===== src/rtl/ball_collision_scheduler_pkg.sv =====
// ball_collision_scheduler_pkg: shared billiard types and sizing.
// Holds the scheduler state enum, the maximum ball count and the ball index width.
package ball_collision_scheduler_pkg;
    localparam int MAX_BALLS = 16;
    localparam int IDX_W = 4;
    typedef enum logic [1:0] {IDLE, SCAN, REQ, DONE} state_t;
endpackage


===== src/rtl/ball_collision_scheduler_pair_matrix.sv =====
// pair_matrix: upper-triangular hit/pending bit storage addressed by ball pair (i,j), i<j.
// Ports: clk, resetN (async, active-low); ballDR collects hits every cycle;
// snap copies hit->pending and restarts the hit matrix; clr clears pending (idx1,idx2);
// pend_bit reads pending (idx1,idx2).
module pair_matrix
    import ball_collision_scheduler_pkg::*;
#(
    parameter int NUM_BALLS = 8
) (
    input  logic                 clk,
    input  logic                 resetN,
    input  logic [NUM_BALLS-1:0] ballDR,
    input  logic                 snap,
    input  logic                 clr,
    input  logic [IDX_W-1:0]     idx1,
    input  logic [IDX_W-1:0]     idx2,
    output logic                 pend_bit
);
    logic [MAX_BALLS-1:0][MAX_BALLS-1:0] pend_m;

    assign pend_bit = pend_m[idx1][idx2];

    for (genvar i = 0; i < MAX_BALLS; i++) begin : g_row
        for (genvar j = 0; j < MAX_BALLS; j++) begin : g_col
            if (i < j && j < NUM_BALLS) begin : g_pair
                logic h, p;
                // A hit arriving in the snap cycle lands in the freshly cleared matrix.
                always_ff @(posedge clk or negedge resetN)
                    if (!resetN) begin
                        h <= 1'b0;
                        p <= 1'b0;
                    end else begin
                        h <= (h && !snap) || (ballDR[i] && ballDR[j]);
                        p <= snap ? h : p && !(clr && idx1 == IDX_W'(i) && idx2 == IDX_W'(j));
                    end
                assign pend_m[i][j] = p;
            end else begin : g_none
                assign pend_m[i][j] = 1'b0;
            end
        end
    end
endmodule


===== src/rtl/ball_collision_scheduler.sv =====
// ball_collision_scheduler: per-frame scheduler feeding ball pairs to a shared collision resolver.
// Ports: clk, resetN (async, active-low); startOfFrame closes the collection window;
// ballDR/ballActive per-ball draw request and on-table flags; resolveReq/resolveAck handshake
// with pairIdx1<pairIdx2; busy, schedDone pulse, pairsResolved of the last frame;
// sticky timeoutErr and overrunErr.
module ball_collision_scheduler
    import ball_collision_scheduler_pkg::*;
#(
    parameter int NUM_BALLS   = 8,
    parameter int ACK_TIMEOUT = 15
) (
    input  logic                 clk,
    input  logic                 resetN,
    input  logic                 startOfFrame,
    input  logic [NUM_BALLS-1:0] ballDR,
    input  logic [NUM_BALLS-1:0] ballActive,
    output logic                 resolveReq,
    input  logic                 resolveAck,
    output logic [IDX_W-1:0]     pairIdx1,
    output logic [IDX_W-1:0]     pairIdx2,
    output logic                 busy,
    output logic                 schedDone,
    output logic [7:0]           pairsResolved,
    output logic                 timeoutErr,
    output logic                 overrunErr
);
    localparam logic [IDX_W-1:0] LAST_I = IDX_W'(NUM_BALLS - 2);
    localparam logic [IDX_W-1:0] LAST_J = IDX_W'(NUM_BALLS - 1);
    localparam int TW = $clog2(ACK_TIMEOUT + 1);
    localparam logic [TW-1:0] T_LAST = TW'(ACK_TIMEOUT - 1);

    state_t state;
    logic [TW-1:0] tcnt;
    logic [7:0] fcnt;
    logic [MAX_BALLS-1:0] act_m;
    logic pend_bit, act, snap, clr, last, fin, adv;
    logic [IDX_W-1:0] nxt1, nxt2;

    assign act_m = MAX_BALLS'(ballActive);
    assign act   = act_m[pairIdx1] && act_m[pairIdx2];
    assign snap  = startOfFrame && state == IDLE;
    assign last  = pairIdx1 == LAST_I && pairIdx2 == LAST_J;
    // The pair in REQ finishes on ack or when its wait budget runs out; ack wins a tie.
    assign fin   = state == REQ && (resolveAck || tcnt == T_LAST);
    assign adv   = (state == SCAN && !(pend_bit && act)) || fin;
    assign clr   = (state == SCAN && pend_bit && !act) || fin;
    assign nxt1  = pairIdx2 == LAST_J ? pairIdx1 + 1'b1 : pairIdx1;
    assign nxt2  = pairIdx2 == LAST_J ? pairIdx1 + IDX_W'(2) : pairIdx2 + 1'b1;

    pair_matrix #(.NUM_BALLS(NUM_BALLS)) u_pair_matrix (
        .clk      (clk),
        .resetN   (resetN),
        .ballDR   (ballDR),
        .snap     (snap),
        .clr      (clr),
        .idx1     (pairIdx1),
        .idx2     (pairIdx2),
        .pend_bit (pend_bit)
    );

    always_ff @(posedge clk or negedge resetN)
        if (!resetN) begin
            state         <= IDLE;
            resolveReq    <= 1'b0;
            pairIdx1      <= '0;
            pairIdx2      <= IDX_W'(1);
            busy          <= 1'b0;
            schedDone     <= 1'b0;
            pairsResolved <= '0;
            timeoutErr    <= 1'b0;
            overrunErr    <= 1'b0;
            tcnt          <= '0;
            fcnt          <= '0;
        end else begin
            if (startOfFrame && state != IDLE)
                overrunErr <= 1'b1;
            case (state)
                IDLE: if (startOfFrame) begin
                    state    <= SCAN;
                    busy     <= 1'b1;
                    pairIdx1 <= '0;
                    pairIdx2 <= IDX_W'(1);
                end
                SCAN: if (pend_bit && act) begin
                    state      <= REQ;
                    resolveReq <= 1'b1;
                    tcnt       <= '0;
                end
                REQ: if (fin) begin
                    resolveReq <= 1'b0;
                    if (resolveAck)
                        fcnt <= fcnt + {7'd0, fcnt != 8'hFF};
                    else
                        timeoutErr <= 1'b1;
                end else
                    tcnt <= tcnt + 1'b1;
                DONE: begin
                    state         <= IDLE;
                    busy          <= 1'b0;
                    schedDone     <= 1'b0;
                    pairsResolved <= fcnt;
                    fcnt          <= '0;
                    pairIdx1      <= '0;
                    pairIdx2      <= IDX_W'(1);
                end
            endcase
            if (adv) begin
                if (last) begin
                    state     <= DONE;
                    schedDone <= 1'b1;
                end else begin
                    state    <= SCAN;
                    pairIdx1 <= nxt1;
                    pairIdx2 <= nxt2;
                end
            end
        end
endmodule


===== config.mk =====
export PLATFORM = sky130hd
export DESIGN_NAME = ball_collision_scheduler
export DESIGN_NICKNAME = d
export VERILOG_FILES = /design/src/rtl/ball_collision_scheduler_pkg.sv /design/src/rtl/ball_collision_scheduler_pair_matrix.sv /design/src/rtl/ball_collision_scheduler.sv
export SDC_FILE = /design/constraint.sdc
export NUM_CORES = 1
export LEC_CHECK = 0
export CELL_PAD_IN_SITES_DETAIL_PLACEMENT = 0
export CELL_PAD_IN_SITES_GLOBAL_PLACEMENT = 2
export CORE_MARGIN = 5
export CORE_UTILIZATION = 42
export DETAILED_ROUTE_END_ITERATION = 10
export PLACE_DENSITY = 0.95
export SLEW_MARGIN = 20
export SYNTH_ARGS = -nofsm -noshare
export SYNTH_HDL_FRONTEND = slang
export SYNTH_SLANG_ARGS = --single-unit
export TNS_END_PERCENT = 10

===== constraint.sdc =====
create_clock -name clk -period 5.6 [get_ports clk]
set_input_delay 0.56 -clock clk [delete_from_list [all_inputs] [get_ports clk]]
set_output_delay 0.56 -clock clk [all_outputs]
set_load 0.01 [all_outputs]

==> impl_metrics.ini, run 1 <==
[routing]
dr.pass1.iters = 4
first_iter_violations = 265
wl_um = 11200
vias = 3460
drc = 0
antenna_left = 0
viasPerCell = 5.80
wire_per_inst_um = 18.7

[floorplan]
die_w_um = 116
core_region_area_um2 = 10900
die_h_um = 116
initial_core_util = 0.431
dieArea_um2 = 13400
row_count = 38
pin_count = 41

[grt]
grt_first_pass_wirelength_um = 18600
met2_usage = 0.283
grt_usage = 0.177
grt_pass1_vias = 3548
grt_max_degree = 57
grt_antenna_before_repair = 0
met1_usage = 0.243
top_usage_layer = met2
use_met3 = 0.0418
overflow = 0

[cells_and_area]
fillers = 989
syn_to_final_growth_pct = 16.0
nNetsFinal = 490
fin_util = 0.500
finalNonFillerCells = 597
drive_gt1_frac = 0.0919
diodes = 0

[pwr]
power_frac_clock = 0.202
swShare = 0.380
leakagePower_nw = 2.28
ir_drop_v = 0.000239
power_density_nw_per_um2 = 527
p_sw_mw = 1.09
pwr-share-seq = 0.390
power_frac_comb = 0.408
intPower_mw = 1.78

[logic_synthesis]
syn-num-nets = 458
synth.distinct_cells = 56
synthCells = 421
synth_area_leaders = dfrtp_1, mux2i_1, a22o_1
yosysSeqAreaShare = 0.486
synth_area_leader_cell = dfrtp_1
synth_top_area_frac = 0.480
synth_mux_area_frac = 0.141
synth_warnings = 0
synth_adder_area_share = 0.0453
ys.flop_type = dfrtp_1
synthXorXnorAreaFrac = 0.00560
avgSynthCellArea_um2 = 11.1
synth_edf_count = 0
synth-async-reset-ratio = 1.00
ys_ff_latch = 91
synth-compound-area-share = 0.187
yosys.area_share.simple = 0.0989
synthesis.area_um2 = 4690
synth_top_family_by_area = compound AO/OA/AOI/OAI gates

[hold_path]
hold_path.class = input port to asynchronous set/reset pin

[flow_run]
drv_cap = 0

[sta]
hold_ws_ns = 0.136
worst_pin_slew_ns = 0.808
hold_violations = 0
rsz0062_at_grt = false
max_slew_margin = 0.461
timing.fmax_mhz = 309
finClkSkew_ns = 0.0118
setup_tns_ns = 0
drv_slew = 0
finalCriticalPeriod_ns = 3.24
setup_violations = 0
post-route-period-util = 0.579

[worst_setup_path]
crit_type = flop to flop
cp-end-kind = flop
crit_path_max_fanout = 19
cp.required_ns = 5.86
crit_arrival_ns = 3.50
worst_setup_path_start_kind = flop

[clock_tree]
clk_latency_ns = 0.37
cts_tree = done
cts_max_path_buffers = 2
clock-sinks = 91
numCtsBuffers = 9
cts_resized = 0
cts_setup_buffers = 0
cts-htree-levels = 3
ctsHoldBuffers = 0
cts.clk_slew.worst_paths_ns = 0.09
root_buffer = clkbuf_8

[placed_design]
port_buffers = 40
place.gp.congestion = 0.848
place_inst = 582
dp_hpwl_um = 7770

[run_status]
status = completed
==> per-layer routing <==
metal	share of wire	vias up
met1	0.48	1749
met4	0.014	0
met5	0	-
met2	0.47	61
li1	-	1633
met3	0.034	17
==> final timing paths <==
check / slack, ns / start / endpoint / cells after the start
max: 2.36 / pairIdx1[0]$_DFFE_PN0P_ / pairIdx1[3]$_DFFE_PN0P_ / 7
min: 0.14 / resetN / u_pair_matrix.g_row[4].g_col[6].g_pair.h$_DFF_PN0_ / 1
max reg2reg: 2.36 / pairIdx1[0]$_DFFE_PN0P_ / pairIdx1[3]$_DFFE_PN0P_ / 7
min reg2reg: 0.47 / overrunErr$_DFFE_PN0P_ / overrunErr$_DFFE_PN0P_ / 1
max in group asynchronous: 4.39 / resetN / pairsResolved[6]$_DFFE_PN0P_ / 2
min in group clk: 0.47 / overrunErr$_DFFE_PN0P_ / overrunErr$_DFFE_PN0P_ / 1
==> worst max-delay path, cell delays in order, from the launching register on <==
cell      delay, ns
dfrtp_1        0.87
mux4_2         0.37
mux2_2         0.14
nand3_1        0.07
a211o_1        0.41
a311oi_4       0.69
mux2_1         0.39
a22o_1         0.18
==> area by class of cell <==
class	count	area, µm²	area share
Tap cell	140	175	0.0322
Clock buffer	10	138	0.0253
Inverter	16	60.1	0.0110
Multi-Input combinational cell	292	2250	0.413
Timing Repair Buffer	43	420	0.0772
Sequential cell	91	2280	0.419
Clock inverter	5	125	0.0230
==> logic make-up (layout without fill, tap and decap cells) <==
family,after synthesis,in the layout
AO/OA/AOI/OAI,121,121
XOR/XNOR,3,3
adder cells (fa/ha/maj),17,17
buffers and inverters,38,74
flip-flops,91,91
multiplexers,56,56
AND/OR/NAND/NOR,95,95
==> power groups by stage <==
| stage | Clock (mW) | Sequential [mW] | Combinational (mW) |
|---|---|---|---|
| floorplan | 0 | 1.04 | 0.917 |
| global placement | 0 | 1.13 | 1.15 |
| detailed placement | 0 | 1.13 | 1.17 |
| CTS | 0.593 | 1.12 | 1.18 |
| global route | 0.620 | 1.15 | 1.30 |
| finish | 0.581 | 1.12 | 1.17 |
==> synth_stat cells (10+ instances only) <==
cell type / instances
nand3_1: 10
nand2_1: 21
o21ai_0: 14
a31oi_1: 17
dfrtp_1: 90
inv_1: 16
clkbuf_1: 12
a22o_1: 29
nor2_1: 28
mux2i_1: 37
a21oi_1: 28
ha_1: 17
==> state kept, by name, indices dropped and copies added, names as in the netlist <==
name,cells
pairIdx1,4
u_pair_matrix.g_row.g_col.g_pair.p,28
overrunErr,1
u_pair_matrix.g_row.g_col.g_pair.h,28
tcnt,4
schedDone,1
resolveReq,1
pairsResolved,8
state,2
busy,1
timeoutErr,1
fcnt,8
pairIdx2,4
==> layout by cell type, fill, tap and decap left out, types with 9 or more instances in the layout <==
master	n
dfrtp_1	90
clkdlybuf4s50_1	39
mux2i_1	37
a22o_1	29
nor2_1	28
a21oi_1	28
nand2_1	21
a31oi_1	17
ha_1	17
inv_1	16
o21ai_0	14
nand3_1	10
clkbuf_8	10
mux2_2	9
and3_1	9
==> through the flow <==
step	power, mW	setup slack [ns]	instance area [µm²]
floorplan	1.96	3.08	4690
global placement	2.28	2.36	5180
detailed placement	2.30	2.34	5180
CTS	2.89	2.34	5440
global route	3.08	2.16	5440
finish	2.87	2.36	5440
No activity file was read; power rests on OpenSTA's default activity.
==> run 2: changes to the inputs <==
- CORE_UTILIZATION: 42 -> 39
- PLACE_DENSITY: 0.95 -> 0.89
- clock period: 5.6 -> 3.22 ns (I/O delays scaled with it)
==> run 2 against run 1 <==
Compared with the run above:
- combinational power is 91% higher
- critical path depth stayed put
- via count up 3.0%
- clock skew is 0.0040 ns lower
- non-clock buffer count rose by 14
- sequential share of layout area fell by 1.3 points
- power grew 85%
- hold slack got worse by 0.043 ns
- cell count is 3.5% higher
- count of clock-buffer cells in the layout increased by 1
- utilization decreased by 2.8 points
- flip-flop and latch count unchanged
- highest routed layer unchanged
==> impl_metrics.ini, run 2 (same netlist as run 1, synthesis figures left out) <==
[sta]
finClkSkew_ns = 0.00779
setup_violations = 0
hold_violations = 0
setup_ws_ns = 0.357
rsz0062_at_grt = false
post-route-period-util = 0.889
drv_slew = 0
worst_pin_slew_ns = 0.938
finalCriticalPeriod_ns = 2.86
max_slew_margin = 0.375
setup_tns_ns = 0
timing.fmax_mhz = 349

[grt]
grt_pass1_vias = 3689
grt_max_degree = 74
overflow = 0
grt_usage = 0.177
grt_first_pass_wirelength_um = 19900
grt_antenna_before_repair = 0

[cells_and_area]
drive_gt1_frac = 0.119
nNetsFinal = 504
most-common-layout-cells = dfrtp_1, clkdlybuf4s50_1, mux2i_1
final_area_um2 = 5620
largestRegisters = u_pair_matrix.g_row.g_col.g_pair.h x28, u_pair_matrix.g_row.g_col.g_pair.p x28
final_common_cell = dfrtp_1
syn_to_final_growth_pct = 19.8
fin_util = 0.472
diodes = 0

[floorplan]
initial_core_util = 0.394
row_count = 40
core_region_area_um2 = 11900
pin_count = 41
die_w_um = 120
die_h_um = 120
dieArea_um2 = 14300

[worst_setup_path]
path_cells = mux4_2, mux2_2, nand3_1, a211o_1, a311oi_4, mux2_1, a22o_1
critPathTopFamily = compound AO/OA/AOI/OAI gates
rrSetupSlack_ns = 0.36
crit_type = flop to flop
r2r_start = pairIdx1[0]$_DFFE_PN0P_
worst_setup_path_start_kind = flop
cp_slowest_stage_delay_ns = 0.73
cp-end-kind = flop
crit_arrival_ns = 3.11
critPathLaunch = pairIdx1[0]$_DFFE_PN0P_
critPathBufInv = 0
rr_worst_depth = 7
critical_path.slowest_cell = dfrtp_1
timing.rr.end = pairIdx1[3]$_DFFE_PN0P_
crit_path_max_fanout = 14
cp.required_ns = 3.46

[pwr]
pwr-share-seq = 0.361
leakagePower_nw = 2.37
total_power_mw = 5.30
power_frac_comb = 0.422
intPower_mw = 3.30
swShare = 0.378
power_frac_clock = 0.217
ir_drop_v = 0.000499
power_density_nw_per_um2 = 943
p_sw_mw = 2.00

[clock_tree]
cts-htree-levels = 3
cts_resized = 0
cts_tree = done
root_buffer = clkbuf_16
cts_max_path_buffers = 2
ctsHoldBuffers = 0
clock-sinks = 91
cts.clk_slew.worst_paths_ns = 0.07
cts_setup_buffers = 0
clk_latency_ns = 0.35
numCtsBuffers = 9

[run_status]
status = completed

[routing]
first_iter_violations = 252
vias = 3565
antenna_left = 0
drc = 0
wl_um = 11900
wire_per_inst_um = 19.3
dr.pass1.iters = 4
viasPerCell = 5.77

[placed_design]
port_buffers = 40
dp_hpwl_um = 8620
preCtsSetupSlack_ns = 0.367
place_area_um2 = 5290
place.gp.congestion = 0.900

[hold_path]
hold_path.class = input port to asynchronous set/reset pin

[flow_run]
drv_cap = 0
==> run 2: cell count changes in the layout (fill, tap and decap cells not counted), sizes merged <==
cell and change:
buf +14, bufinv -2, clkbuf +1, clkinv +1
==> run 2: per-layer routing <==
layer | GRT usage | vias to the layer above | part of all wire
met5 | 0 | - | 0
met4 | 0.0580 | 0 | 0.015
met3 | 0.0485 | 13 | 0.055
met2 | 0.271 | 93 | 0.47
met1 | 0.243 | 1788 | 0.46
li1 | - | 1671 | -
==> run 2: layout make-up <==
cell class,count,area (µm²)
Fill cell,1122,6290
Sequential cell,91,2280
Multi-Input combinational cell,292,2250
Timing Repair Buffer,57,526
Clock buffer,11,253
Tap cell,147,184
Clock inverter,4,73.8
Inverter,16,60.1
==> run 2: metrics by stage <==
step                std cells  hold slack, ns
floorplan                 421          0.0264
global placement          603           0.454
detailed placement        603           0.458
CTS                       618           0.146
global route              618           0.180
finish                    618          0.0933
==> run 2: worst max-delay path by stage <==
stage | to | depth (start not counted)
after global placement | pairIdx1[2]$_DFFE_PN0P_ | 8
final | pairIdx1[3]$_DFFE_PN0P_ | 7
after floorplan | pairIdx1[3]$_DFFE_PN0P_ | 8
after global routing | pairIdx1[2]$_DFFE_PN0P_ | 8
after detailed placement | pairIdx1[3]$_DFFE_PN0P_ | 7
after CTS | pairIdx1[3]$_DFFE_PN0P_ | 7
==> run 2: power by group through the flow <==
stage	Clock [mW]	Sequential (mW)	Combinational [mW]
2_1_floorplan	0	1.81	1.60
5_1_grt	1.23	1.96	2.45
3_3_place_gp	0	1.92	2.19
6_report	1.15	1.91	2.24
3_5_place_dp	0	1.92	2.24
4_1_cts	1.18	1.91	2.25
==> run 2: worst register-to-register path, stage by stage, from the launching register on <==
cell,delay (ns)
dfrtp_1,0.73
mux4_2,0.35
mux2_2,0.14
nand3_1,0.08
a211o_1,0.39
a311oi_4,0.51
mux2_1,0.37
a22o_1,0.18
